`src/rtl/aq_f_spsram_ctrl_if.sv`:
```
// Request/response channel and SRAM macro pins of aq_f_spsram_ctrl.
// slave = controller side, master = requester/SRAM environment side.
interface aq_f_spsram_ctrl_if #(
  parameter int ADDR_WIDTH = 10,
  parameter int DATA_WIDTH = 16
);
  logic                  req_vld;
  logic                  req_rdy;
  logic                  req_wr;
  logic [ADDR_WIDTH-1:0] req_addr;
  logic [DATA_WIDTH-1:0] req_wdata;
  logic [DATA_WIDTH-1:0] req_wmask;
  logic                  rsp_vld;
  logic                  rsp_rdy;
  logic [DATA_WIDTH-1:0] rsp_rdata;
  logic                  init_done;
  logic [ADDR_WIDTH-1:0] sram_a;
  logic                  sram_cen;
  logic [DATA_WIDTH-1:0] sram_d;
  logic                  sram_gwen;
  logic [DATA_WIDTH-1:0] sram_wen;
  logic [DATA_WIDTH-1:0] sram_q;

  modport slave (
    input  req_vld, req_wr, req_addr, req_wdata, req_wmask, rsp_rdy, sram_q,
    output req_rdy, rsp_vld, rsp_rdata, init_done,
           sram_a, sram_cen, sram_d, sram_gwen, sram_wen
  );

  modport master (
    output req_vld, req_wr, req_addr, req_wdata, req_wmask, rsp_rdy, sram_q,
    input  req_rdy, rsp_vld, rsp_rdata, init_done,
           sram_a, sram_cen, sram_d, sram_gwen, sram_wen
  );
endinterface

```
`src/rtl/aq_f_spsram_ctrl.sv`:
```
// Valid/ready front-end for a single-port SRAM with a 2-entry read-response buffer.
// Define AQ_SPSRAM_CTRL_INIT_EN to zero the whole array after every reset.
module aq_f_spsram_ctrl #(
  parameter int ADDR_WIDTH = 10,
  parameter int DATA_WIDTH = 16
) (
  input  logic              forever_cpuclk,
  input  logic              cpurst_b,
  aq_f_spsram_ctrl_if.slave bus
);
  typedef enum logic [0:0] {ST_INIT = 1'b0, ST_RUN = 1'b1} state_e;

`ifdef AQ_SPSRAM_CTRL_INIT_EN
  localparam state_e ST_RESET = ST_INIT;
`else
  localparam state_e ST_RESET = ST_RUN;
`endif
  localparam logic [ADDR_WIDTH-1:0] ADDR_ONE = {{(ADDR_WIDTH-1){1'b0}}, 1'b1};

  state_e                r_state;
  logic [ADDR_WIDTH-1:0] r_init_cnt;
  logic                  r_init_done;
  logic                  r_inflight;
  logic [DATA_WIDTH-1:0] r_buf [2];
  logic                  r_wr_ptr;
  logic                  r_rd_ptr;
  logic [1:0]            r_occ;

  logic                  w_push;
  logic                  w_pop;
  logic                  w_hs;
  logic                  w_sweep;
  logic [2:0]            w_level;

  // Occupancy after this cycle's pop plus the read already in flight must leave room for one more.
  assign w_push         = r_inflight;
  assign w_pop          = (r_occ != 2'd0) & bus.rsp_rdy;
  assign w_level        = {1'b0, r_occ} + {2'b00, r_inflight} - {2'b00, w_pop};
  assign bus.req_rdy    = r_init_done & (r_state == ST_RUN) & (w_level < 3'd2);
  assign w_hs           = bus.req_vld & bus.req_rdy;
  assign w_sweep        = (r_state == ST_INIT) & cpurst_b;
  assign bus.rsp_vld    = (r_occ != 2'd0);
  assign bus.rsp_rdata  = r_buf[r_rd_ptr];
  assign bus.init_done  = r_init_done;

  // SRAM pin drive: clear sweep, accepted request, or idle.
  always_comb begin
    bus.sram_cen  = 1'b1;
    bus.sram_gwen = 1'b0;
    bus.sram_wen  = {DATA_WIDTH{1'b0}};
    bus.sram_a    = {ADDR_WIDTH{1'b0}};
    bus.sram_d    = {DATA_WIDTH{1'b0}};
    if (w_sweep) begin
      bus.sram_cen  = 1'b0;
      bus.sram_gwen = 1'b1;
      bus.sram_wen  = {DATA_WIDTH{1'b1}};
      bus.sram_a    = r_init_cnt;
      bus.sram_d    = {DATA_WIDTH{1'b0}};
    end else if (w_hs) begin
      bus.sram_cen  = 1'b0;
      bus.sram_gwen = bus.req_wr;
      bus.sram_wen  = bus.req_wr ? bus.req_wmask : {DATA_WIDTH{1'b0}};
      bus.sram_a    = bus.req_addr;
      bus.sram_d    = bus.req_wdata;
    end else begin
      bus.sram_cen  = 1'b1;
    end
  end

  // Control FSM: clear sweep then run; init_done rises with the first RUN cycle.
  always_ff @(posedge forever_cpuclk or negedge cpurst_b) begin
    if (!cpurst_b) begin
      r_state     <= ST_RESET;
      r_init_cnt  <= {ADDR_WIDTH{1'b0}};
      r_init_done <= 1'b0;
    end else begin
      case (r_state)
        ST_INIT: begin
          r_init_cnt <= r_init_cnt + ADDR_ONE;
          if (r_init_cnt == {ADDR_WIDTH{1'b1}}) begin
            r_state     <= ST_RUN;
            r_init_done <= 1'b1;
          end else begin
            r_state     <= ST_INIT;
            r_init_done <= 1'b0;
          end
        end
        ST_RUN: begin
          r_state     <= ST_RUN;
          r_init_done <= 1'b1;
        end
        default: begin
          r_state     <= ST_RESET;
          r_init_done <= 1'b0;
        end
      endcase
    end
  end

  // Read pipeline: Q is valid the cycle after the read edge, so capture it one cycle late.
  always_ff @(posedge forever_cpuclk or negedge cpurst_b) begin
    if (!cpurst_b) begin
      r_inflight <= 1'b0;
      r_occ      <= 2'd0;
      r_wr_ptr   <= 1'b0;
      r_rd_ptr   <= 1'b0;
      r_buf[0]   <= {DATA_WIDTH{1'b0}};
      r_buf[1]   <= {DATA_WIDTH{1'b0}};
    end else begin
      r_inflight <= w_hs & ~bus.req_wr;
      if (w_push) begin
        r_buf[r_wr_ptr] <= bus.sram_q;
        r_wr_ptr        <= ~r_wr_ptr;
      end else begin
        r_wr_ptr        <= r_wr_ptr;
      end
      if (w_pop) begin
        r_rd_ptr <= ~r_rd_ptr;
      end else begin
        r_rd_ptr <= r_rd_ptr;
      end
      case ({w_push, w_pop})
        2'b10:   r_occ <= r_occ + 2'd1;
        2'b01:   r_occ <= r_occ - 2'd1;
        default: r_occ <= r_occ;
      endcase
    end
  end
endmodule

```
`src/flat_wrapper.sv`:
```
// flat-port wrapper written by rule: the top's interface ports become plain ports
module aq_f_spsram_ctrl_flat 
#(
  parameter int ADDR_WIDTH = 10,
  parameter int DATA_WIDTH = 16
)
  (forever_cpuclk, cpurst_b, bus_req_vld, bus_req_wr, bus_req_addr, bus_req_wdata, bus_req_wmask, bus_rsp_rdy, bus_sram_q, bus_req_rdy, bus_rsp_vld, bus_rsp_rdata, bus_init_done, bus_sram_a, bus_sram_cen, bus_sram_d, bus_sram_gwen, bus_sram_wen);
  aq_f_spsram_ctrl_if #(.ADDR_WIDTH(ADDR_WIDTH), .DATA_WIDTH(DATA_WIDTH)) bus_i ();
  input  logic forever_cpuclk;
  input  logic cpurst_b;
  input wire logic [$bits(bus_i.req_vld)-1:0] bus_req_vld;
  input wire logic [$bits(bus_i.req_wr)-1:0] bus_req_wr;
  input wire logic [$bits(bus_i.req_addr)-1:0] bus_req_addr;
  input wire logic [$bits(bus_i.req_wdata)-1:0] bus_req_wdata;
  input wire logic [$bits(bus_i.req_wmask)-1:0] bus_req_wmask;
  input wire logic [$bits(bus_i.rsp_rdy)-1:0] bus_rsp_rdy;
  input wire logic [$bits(bus_i.sram_q)-1:0] bus_sram_q;
  output wire logic [$bits(bus_i.req_rdy)-1:0] bus_req_rdy;
  output wire logic [$bits(bus_i.rsp_vld)-1:0] bus_rsp_vld;
  output wire logic [$bits(bus_i.rsp_rdata)-1:0] bus_rsp_rdata;
  output wire logic [$bits(bus_i.init_done)-1:0] bus_init_done;
  output wire logic [$bits(bus_i.sram_a)-1:0] bus_sram_a;
  output wire logic [$bits(bus_i.sram_cen)-1:0] bus_sram_cen;
  output wire logic [$bits(bus_i.sram_d)-1:0] bus_sram_d;
  output wire logic [$bits(bus_i.sram_gwen)-1:0] bus_sram_gwen;
  output wire logic [$bits(bus_i.sram_wen)-1:0] bus_sram_wen;
  assign bus_i.req_vld = bus_req_vld;
  assign bus_i.req_wr = bus_req_wr;
  assign bus_i.req_addr = bus_req_addr;
  assign bus_i.req_wdata = bus_req_wdata;
  assign bus_i.req_wmask = bus_req_wmask;
  assign bus_i.rsp_rdy = bus_rsp_rdy;
  assign bus_i.sram_q = bus_sram_q;
  assign bus_req_rdy = bus_i.req_rdy;
  assign bus_rsp_vld = bus_i.rsp_vld;
  assign bus_rsp_rdata = bus_i.rsp_rdata;
  assign bus_init_done = bus_i.init_done;
  assign bus_sram_a = bus_i.sram_a;
  assign bus_sram_cen = bus_i.sram_cen;
  assign bus_sram_d = bus_i.sram_d;
  assign bus_sram_gwen = bus_i.sram_gwen;
  assign bus_sram_wen = bus_i.sram_wen;
  aq_f_spsram_ctrl #(.ADDR_WIDTH(ADDR_WIDTH), .DATA_WIDTH(DATA_WIDTH)) u_core (.forever_cpuclk(forever_cpuclk), .cpurst_b(cpurst_b), .bus(bus_i));
endmodule
```
`config.mk`:
```
export PLATFORM = sky130hd
export DESIGN_NAME = aq_f_spsram_ctrl_flat
export DESIGN_NICKNAME = d
export VERILOG_FILES = /design/src/rtl/aq_f_spsram_ctrl_if.sv /design/src/rtl/aq_f_spsram_ctrl.sv /design/src/flat_wrapper.sv
export SDC_FILE = /design/constraint.sdc
export NUM_CORES = 1
export LEC_CHECK = 0
export CAP_MARGIN = 25
export CORE_AREA = 2 2 84 86
export DETAILED_ROUTE_END_ITERATION = 16
export DIE_AREA = 0 0 86 88
export HOLD_SLACK_MARGIN = 0.15
export PLACE_DENSITY = 0.75
export SLEW_MARGIN = 0
export SYNTH_ARGS = -nofsm -noshare
export SYNTH_HDL_FRONTEND = slang
export SYNTH_SLANG_ARGS = --single-unit
```
`constraint.sdc`:
```
create_clock -name forever_cpuclk -period 4.4 [get_ports forever_cpuclk]
set_clock_uncertainty 0.15 [all_clocks]
set_input_delay 0.88 -clock forever_cpuclk [delete_from_list [all_inputs] [get_ports forever_cpuclk]]
set_output_delay 0.88 -clock forever_cpuclk [all_outputs]
set_load 0.02 [all_outputs]
```
Word level (Yosys, flattened, before mapping)
Cells that the tools add are included.
Widths: inputs -> output; s select.

word-level totals
  memory bits (writable) = 0
  bits in read-only memories = 0
  output and inout bits = 63
  word-level logic and storage cells = 56
  memories = 0
  register bits after elaboration = 49
  latch bits = 0
  input bits = 63

operators by class
  $lt $le $gt $ge = 4
  $mul = 0
  mux-type cells = 20
  $add $sub $neg = 5
  shift operators = 0
  reduce and logical (&&, ||, !) cells = 3
  bitwise operators = 12
  divide/modulo/power cells = 0
  equal/unequal tests = 3

operator list
  operator               number
  $mux 16                9
  $bwmux 32              1
  $mux 10                2
  $demux 16 s1           1
  $add 10x1->10 const B  1
  $eq 10x10->1 const B   1
  $and 1x1->1            6
  $mux 1                 5
  $ge 2x2->1 const B     2
  $not 1->1              4
  $not 1->2              2
  $pmux 2 s2             1
  $reduce_bool 2->1      2
  $add 2x1->3            1
  $lt 3x2->1 const B     1
  $sub 3x1->3            1
  $add 2x1->2 const B    1
  $eq 2x1->1 const B     1
  $eq 2x2->1 const B     1
  $lt 2x1->1 const B     1
  $pmux 1 s2             1
  $sub 2x1->2 const B    1
  $logic_and 1x1->1      1

Logic depth before layout (Yosys ltp)
Gate-level depths: netlist of run 1.

  depth in word-level cells = 8
  mapped depth = 10
  mapped depth without buffers = 8

Worst setup path before layout of run 1
Ideal clock, no wire load.

  path type = in2out
  from = input port bus_rsp_rdy
  to = output port bus_sram_cen
  stages = 9
  path slack = 519 ps
  buffers on the path = 2
  arrival time = 2851 ps
  cell sequence = and2_1 ha_1 nand2b_1 fa_1 and3_1 and3_1 buf_6 buf_2 nor2_1

between the ends
  longest elaborated chain between the ends = 7

ends and longest elaborated chain
  element          RTL line                text
  start, declared  flat_wrapper.sv:16      input wire logic [$bits(bus_i.rsp_rdy)-1:0] bus_rsp_rdy;
  $and 1x1->1      aq_f_spsram_ctrl.sv:37  assign w_pop = (r_occ != 2'd0) & bus.rsp_rdy;
  $sub 3x1->3      aq_f_spsram_ctrl.sv:38  assign w_level = {1'b0, r_occ} + {2'b00, r_inflight} - {2'b00, w_pop};
  $lt 3x2->1       aq_f_spsram_ctrl.sv:39  assign bus.req_rdy = r_init_done & (r_state == ST_RUN) & (w_level < 3'd2);
  $and 1x1->1      aq_f_spsram_ctrl.sv:39
  $and 1x1->1      aq_f_spsram_ctrl.sv:40  assign w_hs = bus.req_vld & bus.req_rdy;
  $mux 1           aq_f_spsram_ctrl.sv:59  end else if (w_hs) begin
  $mux 1           aq_f_spsram_ctrl.sv:53  if (w_sweep) begin
  end, declared    flat_wrapper.sv:23      output wire logic [$bits(bus_i.sram_cen)-1:0] bus_sram_cen;

No other way between the ends.

Worst setup path after layout of run 1
  from = input port bus_rsp_rdy
  to = output port bus_sram_wen[4]

between the ends
  longest elaborated chain between the ends = 7

ends and longest elaborated chain
  element                 RTL line                text
  $and 1x1->1             aq_f_spsram_ctrl.sv:37
  named net u_core.w_pop  aq_f_spsram_ctrl.sv:30  logic w_pop;
  $sub 3x1->3             aq_f_spsram_ctrl.sv:38
  $lt 3x2->1              aq_f_spsram_ctrl.sv:39
  $and 1x1->1             aq_f_spsram_ctrl.sv:39
  $and 1x1->1             aq_f_spsram_ctrl.sv:40
  $mux 16                 aq_f_spsram_ctrl.sv:59
  $mux 16                 aq_f_spsram_ctrl.sv:53
  end, declared           flat_wrapper.sv:26      output wire logic [$bits(bus_i.sram_wen)-1:0] bus_sram_wen;

The timed path passes the listed nets, and every way through them passes these cells.

==> reports/metrics.csv, run 1 <==
stage,metric,value,unit
sta,setup TNS after final layout,0,ns
sta,relative slew slack,0.458,
synth,"flops & latches, synth",49,
synth,fraction of registers with async set/reset,1.00,
clock_tree,CTS Buffer Depth,2,
power,sequential power share,0.426,
power,Clk pwr share,0.208,
synth,syn_area_per_cell,12.5,sq um
synth,Post-Syn Area,2580,sq um
die,die height,88,um
worst_setup_path,R2R Setup Slk,1.49,ns
synth,Synth Flop Type,dfrtp_1,
sta,"Hold Vio Cnt, Final",0,
synth,Netlist cell types,31,
drt,iteration count of the initial detailed-routing pass,4,
finish,Final Cell Area,3860,sq um
synth,post-synth top area cell,dfrtp_1,
placed_design,PortBufs,125,
placed_design,HPWL after DPL,4730,um
finish,fillers,621,
grt,initial antenna violation count,0,
drt,DRT antenna net count,0,
grt,GRT Residual Overflow,0,
worst_setup_path,FF-to-FF End,u_core.r_inflight$_DFF_PN0_,
placed_design,dpl cell area,3890,sq um
clock_tree,clock sinks,49,
clock_tree,TritonCTS Buffers,5,
finish,ANT cells,0,
drt,wire length per cell,15.5,um
power,maximum VDD drop,128,uV
sta,Final min period,4.35,ns
min_path,Hold Path Class,reg -> reg,
drt,post-route DRC violation count,0,
worst_setup_path,Startpoint Class,primary input,
clock_tree,"Reg clk slew, reported paths",0.08,ns
power,Gate power share,0.366,
clock_tree,clock tree from TritonCTS,built,
flow_run,max cap viols,0,
sta,fmax,0.230,GHz
finish,fin cells,413,
grt,first-pass GRT wire length,10100,um
clock_tree,Setup Buffers After CTS,0,
drt,Via density,4.92,
finish,Area Growth Syn to Fin,49.4,%
worst_setup_path,crit path capture type,output pin,
clock_tree,"Clk Latency, worst-skew pair",0.29,ns
worst_setup_path,"most used cell, CP",and3_4,
worst_setup_path,reg2reg start,u_core.r_occ[0]$_DFFE_PN0N_,
finish,FF/Latch Area,1230,sq um
power,switching share of power,0.304,
synth,sequential cell area fraction in the yosys report,0.476,
grt,total track usage,0.171,
worst_setup_path,Crit Path Max Fanout,20,
sta,Final period util,0.989,
synth,cells after synthesis,207,
worst_setup_path,Setup crit end,bus_sram_wen[4],
clock_tree,CTS root buf,clkbuf_8,
grt,vias in the first global route,2135,
finish,final net count,399,
finish,footprint of the multi-input gates,1260,sq um
worst_setup_path,Max stage delay on crit path,0.44,ns
sta,Tightest Pin Transition,0.812,ns
placed_design,GP Congestion,0.721,
sta,max-slew violations,0,
worst_setup_path,CP required,3.37,ns
sta,post-route setup slack,0.0489,ns
power,Psw,0.370,mW
clock_tree,number of H-tree levels,2,
worst_setup_path,worst-case reg-to-reg path depth,9,
worst_setup_path,Worst Path Arrival,3.32,ns
finish,layout cell share with drive strength beyond 1,0.360,
synth,post-synth top area share,0.465,
sta,count of final setup violators,0,
die,Die ar.,7570,sq um
grt,pin count of the biggest net entering global routing,50,
power,Power Density,316,nW/um^2
sta,RSZ-0062 raised after global routing,no,
power,leakage,1.77,nW
finish,"Core Util, Final",0.580,
worst_setup_path,first element of the critical path,bus_rsp_rdy,
die,core box area,6640,sq um
die,starting density of the core,0.389,
drt,Total Wirelength,6390,um
worst_setup_path,CP max stage cell,fa_1,
drt,Vias,2031,
worst_setup_path,"Worst Path Class, Setup",in -> out,
power,cell-internal power,0.849,mW
placed_design,Inst Count DP,404,
worst_setup_path,crit-path cells,clkdlybuf4s50_1 -> and2_1 -> ha_1 -> nand2b_4 -> fa_1 -> and3_4 -> and3_4 -> bufbuf_16 -> a31o_1 -> buf_4,
die,io pins,126,
placed_design,pre-CTS setup slack,-0.422,ns
synth,syn_nets,274,
synth,"top cells by area, synth","dfrtp_1 (47%), mux2_2 (21%), and2_1 (4.4%)",
die,Row Count,30,
drt,Starting DRT DRC Count,47,
outcome,outcome,completed,
synth,Post-synth EDFFs,0,
synth,Yosys warning total,0,
die,die span in x,86,um
==> Yosys cell counts (2+ instances only) <==
library cell  number
mux2_2            49
dfrtp_1           48
and2_1            18
a31o_1            11
a22o_1            10
xnor2_1            7
xor2_1             7
buf_2              6
nand2_1            6
a31o_2             5
buf_6              5
nor2_1             4
ha_1               3
inv_1              3
nand2b_1           3
nand4b_1           3
and3_1             2
clkbuf_1           2
nor2b_1            2
nor3_1             2
==> worst max-delay path: cells and delay by family <==
family,cells,cell delay [ns]
buffers and inverters,3,0.83
AOI/OAI and AO/OA,1,0.22
and+or+nand+nor,4,0.67
adders and majority gates,2,0.73
==> logic make-up (layout without fill, tap and decap cells) <==
logic type                 count (synthesis)  in the layout  share of synthesized area
AOI/OAI and AO/OA                         29             29                     0.0969
xor gates and xnor gates                  14             14                     0.0475
adders and majority gates                  4              4                     0.0223
buffers and inverters                     18            144                     0.0451
DFF                                       49             49                      0.476
muxes                                     49             49                      0.214
and+or+nand+nor                           44             44                     0.0989
==> registers in the layout, summed over array words and instances (netlist names) <==
name                  flops
u_core.r_rd_ptr           1
u_core.r_buf             32
u_core.bus.init_done      1
u_core.r_occ              2
u_core.r_state            1
u_core.r_inflight         1
u_core.r_init_cnt        10
u_core.r_wr_ptr           1
==> cell type report <==
type                    instances  share of cell area
repair buffers                133               0.303
clock inverters                 1             0.00195
well taps                      80              0.0260
clock buffers                   7              0.0198
flip-flops and latches         49               0.318
inverters                       3             0.00292
multi-input cells             140               0.328
==> power by group through the flow <==
stage / Clock [mW] / Sequential [mW] / Combinational, mW
3_5_place_dp: 0 / 0.525 / 0.441
5_1_grt: 0.285 / 0.524 / 0.476
3_3_place_gp: 0 / 0.525 / 0.434
4_1_cts: 0.265 / 0.519 / 0.443
2_1_floorplan: 0 / 0.495 / 0.256
6_report: 0.254 / 0.519 / 0.446
==> placed cells by master (no fill, tap or decap), types with 3 or more instances in the layout <==
cell type,instances
nand2_1,6
xor2_1,7
clkdlybuf4s15_2,6
clkbuf_8,5
buf_2,18
buf_4,7
a31o_1,11
and2_1,18
a31o_2,5
dfrtp_1,48
xnor2_1,6
clkdlybuf4s50_1,80
inv_1,3
clkbuf_2,19
nand4b_1,3
ha_1,3
nor2_1,4
a22o_1,10
mux2_2,49
==> routing by layer <==
layer	up-vias	GRT usage	part of all wire
li1	985	-	-
met1	941	0.215	0.43
met2	100	0.280	0.46
met3	5	0.0660	0.097
met4	0	0.0433	0.0099
met5	-	0	0
==> per-stage QoR <==
stage,hold WS [ns],total power [mW]
after floorplan,0.313,0.751
after global placement,0.328,0.959
after detailed placement,0.330,0.966
after CTS,0.344,1.23
after global routing,0.373,1.29
final,0.339,1.22
==> how the worst min path moves through the flow <==
stage               slack [ns]                        start  depth (start not counted)                     endpoint
detailed placement        0.33  u_core.r_inflight$_DFF_PN0_                          1  u_core.r_wr_ptr$_DFFE_PN0P_
finish                    0.34  u_core.r_inflight$_DFF_PN0_                          1  u_core.r_wr_ptr$_DFFE_PN0P_
CTS                       0.34  u_core.r_inflight$_DFF_PN0_                          1  u_core.r_wr_ptr$_DFFE_PN0P_
floorplan                 0.31  u_core.r_inflight$_DFF_PN0_                          1  u_core.r_wr_ptr$_DFFE_PN0P_
global route              0.37  u_core.r_inflight$_DFF_PN0_                          1  u_core.r_wr_ptr$_DFFE_PN0P_
global placement          0.33  u_core.r_inflight$_DFF_PN0_                          1  u_core.r_wr_ptr$_DFFE_PN0P_
==> timing repair <==
action	in CTS	in global routing
gates cloned	1	0
hold buffers	0	0
resized for setup	131	24
pin swaps	1	1
setup endpoints to repair	44	31
hold endpoints to repair	0	0
No activity file was read; power rests on OpenSTA's default activity.
==> inputs of run 2 (changes only) <==
--- a/config.mk
+++ b/config.mk
@@ -6,11 +6,13 @@
 export NUM_CORES = 1
 export LEC_CHECK = 0
 export CAP_MARGIN = 25
-export CORE_AREA = 2 2 84 86
+export CELL_PAD_IN_SITES_DETAIL_PLACEMENT = 1
+export CELL_PAD_IN_SITES_GLOBAL_PLACEMENT = 2
+export CORE_AREA = 2 2 105 107
 export DETAILED_ROUTE_END_ITERATION = 16
-export DIE_AREA = 0 0 86 88
+export DIE_AREA = 0 0 107 109
 export HOLD_SLACK_MARGIN = 0.15
-export PLACE_DENSITY = 0.75
+export PLACE_DENSITY = 0.78
 export SLEW_MARGIN = 0
 export SYNTH_ARGS = -nofsm -noshare
 export SYNTH_HDL_FRONTEND = slang
==> reports/metrics.csv, run 2 (synthesis gave the netlist of run 1 again) <==
stage,metric,value,unit,change
outcome,outcome,completed,,unchanged
grt,vias in the first global route,2437,,was 2135
drt,Via density,4.50,,was 4.92
finish,max reg flops,32,,unchanged
finish,"commonest non-fill, non-tap cell in the layout",clkdlybuf4s50_1,,unchanged
min_path,Hold Path Class,reg -> reg,,unchanged
grt,initial antenna violation count,0,,unchanged
finish,Biggest register,u_core.r_buf,,unchanged
clock_tree,CTS Buffer Depth,2,,unchanged
clock_tree,clock sinks,49,,unchanged
clock_tree,Post-CTS Hold Fix Bufs,0,,unchanged
drt,wire length on met2,3910,um,was 2960 um
die,Die ar.,11700,sq um,was 7570 sq um
placed_design,HPWL after DPL,5400,um,was 4730 um
power,maximum VDD drop,145,uV,was 128 uV
min_path,worst hold start,u_core.r_inflight$_DFF_PN0_,,unchanged
sta,"Hold Vio Cnt, Final",0,,unchanged
clock_tree,clock tree from TritonCTS,built,,unchanged
worst_setup_path,reg2reg start,u_core.r_occ[1]$_DFFE_PN0N_,,was u_core.r_occ[0]$_DFFE_PN0N_
placed_design,Inst Count DP,465,,was 404
sta,Final period util,0.979,,was 0.989
die,starting density of the core,0.243,,was 0.389
min_path,Hold EP,u_core.r_wr_ptr$_DFFE_PN0P_,,unchanged
drt,wire length per cell,16.3,um,was 15.5 um
worst_setup_path,Crit. path cell count,10,,unchanged
sta,setup TNS after final layout,0,ns,unchanged
worst_setup_path,"Worst Path Class, Setup",in -> out,,unchanged
worst_setup_path,worst-case reg-to-reg path depth,9,,unchanged
worst_setup_path,crit path capture type,output pin,,unchanged
worst_setup_path,"most used cell, CP",and3_4,,unchanged
worst_setup_path,CP required,3.37,ns,about the same
worst_setup_path,R2R Setup Slk,1.65,ns,was 1.49 ns
worst_setup_path,Startpoint Class,primary input,,unchanged
power,Power Density,321,nW/um^2,was 316 nW/um^2
die,Row Count,38,,was 30
clock_tree,"Clk Latency, worst-skew pair",0.29,ns,about the same
worst_setup_path,family with the most delay on the worst path,simple AND/OR/NAND/NOR gates,,was buffers and inverters
die,die height,109,um,was 88 um
grt,GRT Residual Overflow,0,,unchanged
drt,met1 WL,3070,um,was 2740 um
grt,first-pass GRT wire length,11900,um,was 10100 um
power,leakage,1.85,nW,was 1.77 nW
die,core box area,10600,sq um,was 6640 sq um
sta,relative slew slack,0.388,,was 0.458
placed_design,PortBufs,125,,unchanged
finish,fillers,1156,,was 621
drt,Vias,2153,,was 2031
worst_setup_path,Max stage delay on crit path,0.47,ns,was 0.44 ns
drt,Starting DRT DRC Count,44,,was 47
finish,layout cell share with drive strength beyond 1,0.379,,was 0.360
flow_run,max cap viols,0,,unchanged
finish,"Core Util, Final",0.382,,was 0.580
drt,DRT antenna net count,0,,unchanged
finish,fin cells,478,,was 413
drt,met3 WL post-DR,758,um,was 617 um
worst_setup_path,FF-to-FF End,u_core.r_inflight$_DFF_PN0_,,unchanged
finish,highest-count cells in the layout ignoring fill and taps,"clkdlybuf4s50_1 (79), mux2_2 (49), dfrtp_1 (48)",,"was clkdlybuf4s50_1 (80), mux2_2 (49), dfrtp_1 (48)"
grt,total track usage,0.133,,was 0.171
die,io pins,126,,unchanged
drt,iteration count of the initial detailed-routing pass,3,,was 4
sta,Tightest Pin Transition,0.916,ns,was 0.812 ns
grt,pin count of the biggest net entering global routing,50,,unchanged
min_path,WHS Path Cells,1,,unchanged
worst_setup_path,crit-path cells,clkdlybuf4s50_1 -> and2_1 -> ha_1 -> nand2b_4 -> fa_1 -> and3_4 -> and3_4 -> buf_16 -> a31o_2 -> buf_2,,was clkdlybuf4s50_1 -> and2_1 -> ha_1 -> nand2b_4 -> fa_1 -> and3_4 -> and3_4 -> bufbuf_16 -> a31o_1 -> buf_4
finish,Area Growth Syn to Fin,57.0,%,was 49.4%
sta,Final min period,4.31,ns,was 4.35 ns
finish,ANT cells,0,,unchanged
finish,biggest regs,"u_core.r_buf: 32 flops, u_core.r_init_cnt: 10 flops, u_core.r_occ: 2 flops",,unchanged
drt,uppermost layer routed,met4,,unchanged
clock_tree,TritonCTS Buffers,5,,unchanged
finish,final net count,404,,was 399
drt,post-route DRC violation count,0,,unchanged
clock_tree,number of H-tree levels,2,,unchanged
worst_setup_path,CP max stage cell,fa_1,,unchanged
sta,max-slew violations,0,,unchanged
clock_tree,"Reg clk slew, reported paths",0.09,ns,was 0.08 ns
worst_setup_path,Worst Path Buf+Inv,3,,unchanged
clock_tree,CTS root buf,clkbuf_8,,unchanged
sta,count of final setup violators,0,,unchanged
worst_setup_path,Worst Path Arrival,3.28,ns,was 3.32 ns
sta,fmax,0.232,GHz,was 0.230 GHz
drt,Total Wirelength,7780,um,was 6390 um
die,die span in x,107,um,was 86 um
placed_design,GP Congestion,0.674,,was 0.721
worst_setup_path,Crit Path Max Fanout,11,,was 20
[run 2: power breakdown]
part	switching [mW]	internal, mW
clock network	0.148	0.185
logic	0.187	0.268
registers	0.0409	0.471
[run 2: timing repair]
item                       4_1_cts  5_1_grt
buffers inserted                 1        0
setup endpoints to repair       44       21
pin swaps                        0        2
gates resized for setup        178       28
gates cloned                     2        2
[run 2: how the worst max path moves through the flow]
stage / startpoint / slack [ns] / endpoint
4_1_cts: bus_rsp_rdy / 0.0001 / bus_sram_a[7]
6_report: bus_rsp_rdy / 0.09 / bus_sram_wen[3]
3_3_place_gp: bus_rsp_rdy / -0.39 / bus_sram_d[11]
3_5_place_dp: bus_rsp_rdy / -0.44 / bus_sram_d[11]
5_1_grt: bus_rsp_rdy / -0.004 / bus_sram_d[9]
2_1_floorplan: bus_rsp_rdy / 0.52 / bus_sram_cen
[run 2: layer usage]
| layer | global-route usage | vias to the layer above |
|---|---|---|
| met5 | 0 | - |
| li1 | - | 990 |
| met4 | 0.0334 | 0 |
| met2 | 0.241 | 106 |
| met3 | 0.0508 | 2 |
| met1 | 0.146 | 1055 |
[run 2: cell type report]
type / count / area (sq um) / share of cell area
clock buffers: 6 / 82.6 / 0.0204
clock inverters: 2 / 37.5 / 0.00926
inverters: 3 / 11.3 / 0.00278
multi-input cells: 140 / 1260 / 0.311
flip-flops and latches: 49 / 1230 / 0.303
well taps: 140 / 175 / 0.0432
repair buffers: 138 / 1260 / 0.311
[run 2: through the flow]
step                      hold WS, ns  area [sq um]  setup WS (ns)  power, mW
final                           0.347          4050         0.0937       1.30
after global routing            0.378          4050       -0.00414       1.38
after CTS                       0.346          3980      0.0000984       1.33
after detailed placement        0.332          3970         -0.442      0.980
after global placement          0.327          3970         -0.390      0.973
after floorplan                 0.313          2580          0.519      0.751
